$ cat config.mk
export PLATFORM = sky130hd
export DESIGN_NAME = sampswitch_array_flat
export DESIGN_NICKNAME = d
export VERILOG_FILES = /design/src/rtl/sampswitch_if.sv /design/src/rtl/sampswitch_array.sv /design/src/flat_wrapper.sv
export SDC_FILE = /design/constraint.sdc
export NUM_CORES = 1
export LEC_CHECK = 0
export ABC_AREA = 1
export BUFFER_PORTS_ARGS = -buffer_cell sky130_fd_sc_hd__buf_2
export CAP_MARGIN = 5
export CORE_MARGIN = 2
export CORE_UTILIZATION = 48
export DETAILED_ROUTE_END_ITERATION = 7
export PLACE_DENSITY = 0.85
export SLEW_MARGIN = 25
export SYNTH_ARGS = -nofsm -noshare
export SYNTH_HDL_FRONTEND = slang
export SYNTH_SLANG_ARGS = --single-unit
$ cat constraint.sdc
create_clock -name clk -period 1.5 [get_ports clk]
set_input_delay 0.15 -clock clk [delete_from_list [all_inputs] [get_ports clk]]
set_output_delay 0.15 -clock clk [all_outputs]
set_load 0.005 [all_outputs]
$ cat src/rtl/sampswitch_if.sv
// Sampling switch array bus: frame request, channel samples and switch
// controls. The master side drives the request and input samples, and the
// slave side (the switch array) returns the held samples and switch strobes.
interface sampswitch_if #(
    parameter int NCH   = 4,
    parameter int WIDTH = 8
);
    logic                   start;
    logic [NCH-1:0]         ch_mask;
    logic [NCH*WIDTH-1:0]   vin;
    logic [NCH*WIDTH-1:0]   vout;
    logic [NCH-1:0]         sw_en;
    logic [NCH-1:0]         boost;
    logic                   busy;
    logic                   done;

    modport master (
        output start, ch_mask, vin,
        input  vout, sw_en, boost, busy, done
    );

    modport slave (
        input  start, ch_mask, vin,
        output vout, sw_en, boost, busy, done
    );
endinterface

$ cat src/rtl/sampswitch_array.sv
// Sampling switch array sequencer.
// A frame visits each channel in ch_mask in ascending order. Each visit is
// an all-open gap, an optional bootstrap precharge cycle, and then a track
// window. Each cycle of the track window copies vin[ch] into the held vout[ch].
// Optional feature macro: SAMPSWITCH_BOOST_EN adds a one-cycle BOOST state
// between GAP and TRACK that pulses boost[ch].
module sampswitch_array #(
    parameter int NCH       = 4,
    parameter int WIDTH     = 8,
    parameter int TRACK_CYC = 3,
    parameter int NOV_CYC   = 1
) (
    input  logic        clk,
    input  logic        rst_n,
    sampswitch_if.slave bus
);
    localparam int MAXC = (TRACK_CYC > NOV_CYC) ? TRACK_CYC : NOV_CYC;
    localparam int CW   = $clog2(MAXC + 1);
    localparam int CHW  = (NCH > 1) ? $clog2(NCH) : 1;
    localparam logic [CW-1:0] NOV_LAST = CW'(NOV_CYC - 1);
    localparam logic [CW-1:0] TRK_LAST = CW'(TRACK_CYC - 1);

    typedef enum logic [2:0] {
        IDLE,
        GAP,
`ifdef SAMPSWITCH_BOOST_EN
        BOOST,
`endif
        TRACK,
        DONE
    } state_t;

    state_t           state, state_nxt;
    logic [CW-1:0]    cnt;
    logic [NCH-1:0]   mask;
    logic [CHW-1:0]   cur;
    logic [NCH-1:0]   cur_oh;
    logic [NCH-1:0]   mask_rest;
    logic             last_gap, last_trk;

    // Index of the lowest set bit; callers guarantee the mask is nonzero.
    function automatic logic [CHW-1:0] lowest(input logic [NCH-1:0] m);
        lowest = '0;
        for (int i = NCH - 1; i >= 0; i--)
            if (m[i]) lowest = CHW'(i);
    endfunction

    // Current channel as a one-hot, and the channels still pending after it.
    always_comb begin
        for (int k = 0; k < NCH; k++)
            cur_oh[k] = (cur == CHW'(k));
        mask_rest = mask & ~cur_oh;
        last_gap  = (cnt == NOV_LAST);
        last_trk  = (cnt == TRK_LAST);
    end

    // State register.
    always_ff @(posedge clk or negedge rst_n) begin
        if (!rst_n) state <= IDLE;
        else        state <= state_nxt;
    end

    // Next state and switch/status decode. The outputs come straight from the
    // state register, so an async reset clears them at once.
    always_comb begin
        state_nxt   = state;
        bus.sw_en   = '0;
        bus.boost   = '0;
        bus.busy    = 1'b0;
        bus.done    = 1'b0;
        case (state)
            IDLE: begin
                if (bus.start)
                    state_nxt = (|bus.ch_mask) ? GAP : DONE;
            end
            GAP: begin
                bus.busy = 1'b1;
`ifdef SAMPSWITCH_BOOST_EN
                if (last_gap) state_nxt = BOOST;
`else
                if (last_gap) state_nxt = TRACK;
`endif
            end
`ifdef SAMPSWITCH_BOOST_EN
            BOOST: begin
                bus.busy  = 1'b1;
                bus.boost = cur_oh;
                state_nxt = TRACK;
            end
`endif
            TRACK: begin
                bus.busy  = 1'b1;
                bus.sw_en = cur_oh;
                if (last_trk)
                    state_nxt = (|mask_rest) ? GAP : DONE;
            end
            DONE: begin
                bus.done  = 1'b1;
                state_nxt = IDLE;
            end
            default: state_nxt = IDLE;
        endcase
    end

    // Dwell counter. It restarts on every state change and counts only in
    // GAP and TRACK.
    always_ff @(posedge clk or negedge rst_n) begin
        if (!rst_n)
            cnt <= '0;
        else if (state_nxt != state)
            cnt <= '0;
        else if (state == GAP || state == TRACK)
            cnt <= cnt + CW'(1);
    end

    // Pending-channel mask and current channel. The mask is latched on accept
    // and then shrinks one channel per track window.
    always_ff @(posedge clk or negedge rst_n) begin
        if (!rst_n) begin
            mask <= '0;
            cur  <= '0;
        end else if (state == IDLE && bus.start && |bus.ch_mask) begin
            mask <= bus.ch_mask;
            cur  <= lowest(bus.ch_mask);
        end else if (state == TRACK && last_trk) begin
            mask <= mask_rest;
            cur  <= lowest(mask_rest);
        end
    end

    // Per-channel held samples: only the channel being tracked updates.
    for (genvar k = 0; k < NCH; k++) begin : g_hold
        always_ff @(posedge clk or negedge rst_n) begin
            if (!rst_n)
                bus.vout[k*WIDTH +: WIDTH] <= '0;
            else if (state == TRACK && cur_oh[k])
                bus.vout[k*WIDTH +: WIDTH] <= bus.vin[k*WIDTH +: WIDTH];
        end
    end
endmodule

$ cat src/flat_wrapper.sv
// flat-port wrapper written by rule: the top's interface ports become plain ports
module sampswitch_array_flat 
#(
    parameter int NCH       = 4,
    parameter int WIDTH     = 8,
    parameter int TRACK_CYC = 3,
    parameter int NOV_CYC   = 1
)
  (clk, rst_n, bus_start, bus_ch_mask, bus_vin, bus_vout, bus_sw_en, bus_boost, bus_busy, bus_done);
  sampswitch_if #(.NCH(NCH), .WIDTH(WIDTH)) bus_i ();
  input  logic clk;
  input  logic rst_n;
  input wire logic [$bits(bus_i.start)-1:0] bus_start;
  input wire logic [$bits(bus_i.ch_mask)-1:0] bus_ch_mask;
  input wire logic [$bits(bus_i.vin)-1:0] bus_vin;
  output wire logic [$bits(bus_i.vout)-1:0] bus_vout;
  output wire logic [$bits(bus_i.sw_en)-1:0] bus_sw_en;
  output wire logic [$bits(bus_i.boost)-1:0] bus_boost;
  output wire logic [$bits(bus_i.busy)-1:0] bus_busy;
  output wire logic [$bits(bus_i.done)-1:0] bus_done;
  assign bus_i.start = bus_start;
  assign bus_i.ch_mask = bus_ch_mask;
  assign bus_i.vin = bus_vin;
  assign bus_vout = bus_i.vout;
  assign bus_sw_en = bus_i.sw_en;
  assign bus_boost = bus_i.boost;
  assign bus_busy = bus_i.busy;
  assign bus_done = bus_i.done;
  sampswitch_array #(.NCH(NCH), .WIDTH(WIDTH), .TRACK_CYC(TRACK_CYC), .NOV_CYC(NOV_CYC)) u_core (.clk(clk), .rst_n(rst_n), .bus(bus_i));
endmodule
# == After elaboration in Yosys (flattened, before gate mapping) ==
# Index checks and enable logic that the tools add are counted.
# totals
reg_bits,43
input_bits,39
output_inout_bits,42
wordCells,58
# classes
add_sub_neg,1
n_eq_ne,8
n_mux,23
n_bitwise,2
reduce_logical,16
# op_table
operator,n
$mux 2,14
$mux 4,3
$mux 3,3
$pmux 3 s3,1
$reduce_or 4->1,2
$logic_and 1x1->1,7
$eq 2x2->1 const B,3
$eq 3x2->1 const B,2
$and 4x4->4,1
$logic_not 2->1,2
$not 4->4,1
$reduce_bool 2->1,2
$eq 3x1->1 const B,1
$logic_not 3->1,1
$ne 3x3->1,1
$add 2x1->2 const B,1
$eq 2x1->1 const B,1
$mux 1,2
$reduce_or 2->1,1
$logic_or 1x1->1,1

# == Depth between registers and ports, before layout ==
# logic_depth
word_depth,9
mapped_depth,8
mapped_depth_nobuf,8

# == Worst setup path before layout ==
# OpenSTA, ideal clock, no wires.
# synth_timing
path_kind,reg2reg
from,register u_core.state[0]
to,register u_core.cur[0]
setup_time_ns,0.117
t_arrival_ns,1.078
t_required_ns,1.383
slack_ns,0.305
stages_incl_launch_ff,9
path_buffers,0
period_less_slack_ns,1.195
path_cell_list,dfrtp_1 > nor2_4 > nand2_4 > inv_6 > nand2_4 > nand2_2 > nand2_1 > nor2_1 > nor2_1
# synth_via
elab_chain_cells,4
word_cells_on_any_way,7
classes_between,eq/ne: 1; mux: 1; reduce/logical: 5
# synth_lines
element,line_no,text
"start, declared",sampswitch_array.sv:33,"state_t state, state_nxt;"
"start signal, assigned",sampswitch_array.sv:60,else state <= state_nxt;
$logic_not 3->1,sampswitch_array.sv:122,end else if (state == IDLE && bus.start && |bus.ch_mask) begin
$logic_and 1x1->1 (2 in a row),sampswitch_array.sv:122,
$mux 2 / $reduce_bool 2->1 (equally long branches),-,
"end signal, assigned",sampswitch_array.sv:124,cur <= lowest(bus.ch_mask);
"end signal, assigned",sampswitch_array.sv:127,cur <= lowest(mask_rest);
"end, declared",sampswitch_array.sv:36,logic [CHW-1:0] cur;
# Several ways; a longest one is shown, not always the timed one.
# A chain may end at the register's enable or synchronous reset.

# == Worst setup path after layout ==
# layout_timing
from,register u_core.state[2]
to,output port bus_sw_en[1]
# layout_via
elab_chain_cells,2
# layout_lines
element,line_no,text
$eq 3x2->1,sampswitch_array.sv:71,case (state)
$mux 4,sampswitch_array.sv:71,
"end, declared",flat_wrapper.sv:17,output wire logic [$bits(bus_i.sw_en)-1:0] bus_sw_en;
# No other way between the ends.

==> run metrics <==
Remaining DRCs 0; WP data required 1350 ps; Critical-path top delay cell dfrtp_1; worst-path cell chain nor2_4 > nand2_4 > inv_8 > nand2_8 > inv_8 > buf_2; outcome completed; H-tree Lvls 2; number of I/O pins 81; P&R area growth vs syn 38.0%; Crit path largest cell delay 410 ps; Port Buffer Count 76; dpl ws 188 ps; post-synth top area cell dfrtp_1; drt total wl 4380 um; clock-pin slew on the worst setup and hold paths 70 ps; sequential element share of the synthesized area 0.539; CP top delay family flip-flops; Clock Sinks 43; Synth top area share 0.539; DIE WIDTH 68.5 um; Placement Rows 23; clock root cell clkbuf_8; via count 1846; via density per instance 4.59; setup tns final 0 ps; ys flop type dfrtp_1; Avg Cell Area, Syn 8.05 sq um; clk_lat worst skew 290 ps; drt initial violations 95; final-report max-slew violation count 0; cell mode on critical path inv_8; first-pass GRT wire length 6480 um; most area-consuming cells after synthesis dfrtp_1 (54%), nand2_1 (23%), nor2_1 (3.4%); max-cap viol count 0; Synth Instances 248; Critical Path Sink Type primary output; CTS Buffer Depth 2; Peak VDD IR 870 uV; Initial Util 0.499; share of post-route cells with drive strength above 1 0.358; asr flop ratio synth 1.00; worst path bufs/invs 3; Die Area 4690 sq um; Overall Global Routing Usage 0.185; startpoint types flop; Netlist cell types 20; number of global-route vias before repair 1530; min-delay worst type in -> reg; GR Overflow Total 0; unrepaired setup endpoints after global routing true; PwrDens 1510 nW/um^2; most instantiated cells after synthesis nand2_1 (120), dfrtp_1 (43), nor2_1 (18); final setup vio count 0; TritonRoute pass-1 iters 4; WL/cell 10.9 um; Post-Synthesis Cell Area 2000 sq um; Num CTS Buffers 5; final setup margin 52.6 ps; largest net degree at the start of global routing 20; Placer Congestion 0.800; Final HPWL DP 3130 um; most common cell in the netlist nand2_1; initial antenna violation count 0; core area 4000 sq um; Post-Route Utilization 0.689; LEAKAGE 1.55 nW; Yosys warning total 0; Routed Antenna Nets 0; max frequency 0.691 GHz; CP Max Fanout 6; CTS tree built; period utilization 0.965; critical path type reg -> out; non-filler cells, final 402; Pwr Total 4.17 mW; Critical Path AT 1300 ps; Hold Vio Cnt, Final 0; Worst Skew 2.88 ps; diode count 0; chip height 68.5 um; #FFs+latches synth 43; Inst Count DP 376; post-layout min period 1450 ps; EDFF count, synth 0; nets 393
-- where the power goes --
part | internal, mW | switching (mW) | leakage (nW)
Sequential | 1.65 | 0.281 | 0.495
Clock | 0.488 | 0.355 | 0.0513
Combinational | 0.659 | 0.735 | 1.01
-- cells in the final DEF, fill, tap and decap left out, drive strengths merged, types with 2 or more instances in the layout --
cell / count
o21ai: 6
buf: 96
clkbuf: 6
a21oi: 5
o211ai: 3
conb: 5
inv: 24
dfrtp: 43
nor2: 23
ha: 2
nand3: 6
nand2: 129
-- cell type report --
cell class / instances / area [sq um]
clock buffer: 6 / 72.6
inverter: 24 / 110
tap: 50 / 62.6
sequential: 43 / 1080
fill: 331 / 1240
multi-input combinational: 181 / 848
timing repair buffer: 97 / 557
clock inverter: 1 / 30.0
-- worst min-delay path: stages --
cell	delay (ps)
buf_2	70
nand2_1	40
nand2_1	40
-- cell families after synthesis --
kind of cell	count (synthesis)	share of synthesized area
xor gates and xnor gates	1	0.00439
adders and majority gates	2	0.0125
and+or+nand+nor	159	0.341
AOI/OAI and AO/OA	14	0.0388
other	1	0.00188
buffers and inverters	28	0.0627
DFF	43	0.539
-- metal layers --
| metal | up-vias | GRT usage | wire, um |
|---|---|---|---|
| met2 | 58 | 0.314 | 2170 |
| li1 | 951 | - | - |
| met1 | 832 | 0.231 | 1910 |
| met5 | - | 0 | 0 |
| met4 | 0 | 0.0625 | 36 |
| met3 | 5 | 0.0438 | 257 |
-- stage by stage --
step                      area (sq um)  hold slack (ps)
after floorplan                   2010             -146
after global placement            2450             55.6
after detailed placement          2450             52.8
after CTS                         2630             43.9
after global routing              2760             51.9
final                             2760             49.1
-- path summary, 6_finish.rpt --
| path | start | to | slack (ps) | cells past startpoint |
|---|---|---|---|---|
| max in group asynchronous | rst_n | u_core.bus.vout[19] | 740 | 3 |
| setup reg to reg | u_core.state[2] | u_core.bus.vout[28] | 110 | 8 |
| setup / recovery | u_core.state[2] | bus_sw_en[1] | 50 | 6 |
| min in group asynchronous | rst_n | u_core.bus.vout[30] | 290 | 2 |
| hold reg to reg | u_core.bus.vout[27] | u_core.bus.vout[27] | 470 | 2 |
| hold / removal | bus_vin[11] | u_core.bus.vout[11] | 50 | 3 |
-- flip-flops by register name, indices dropped and copies added (netlist names) --
register         count
u_core.state         3
u_core.bus.vout     32
u_core.mask          4
u_core.cur           2
u_core.cnt           2
-- timing repair --
item	CTS	global route
pin swaps	2	3
gates resized for setup	6	8
hold buffers	1	0
setup buffers	6	12
endpoints found under the hold margin	11	0
setup endpoints to repair	4	8
(Power assumes the default switching activity.)
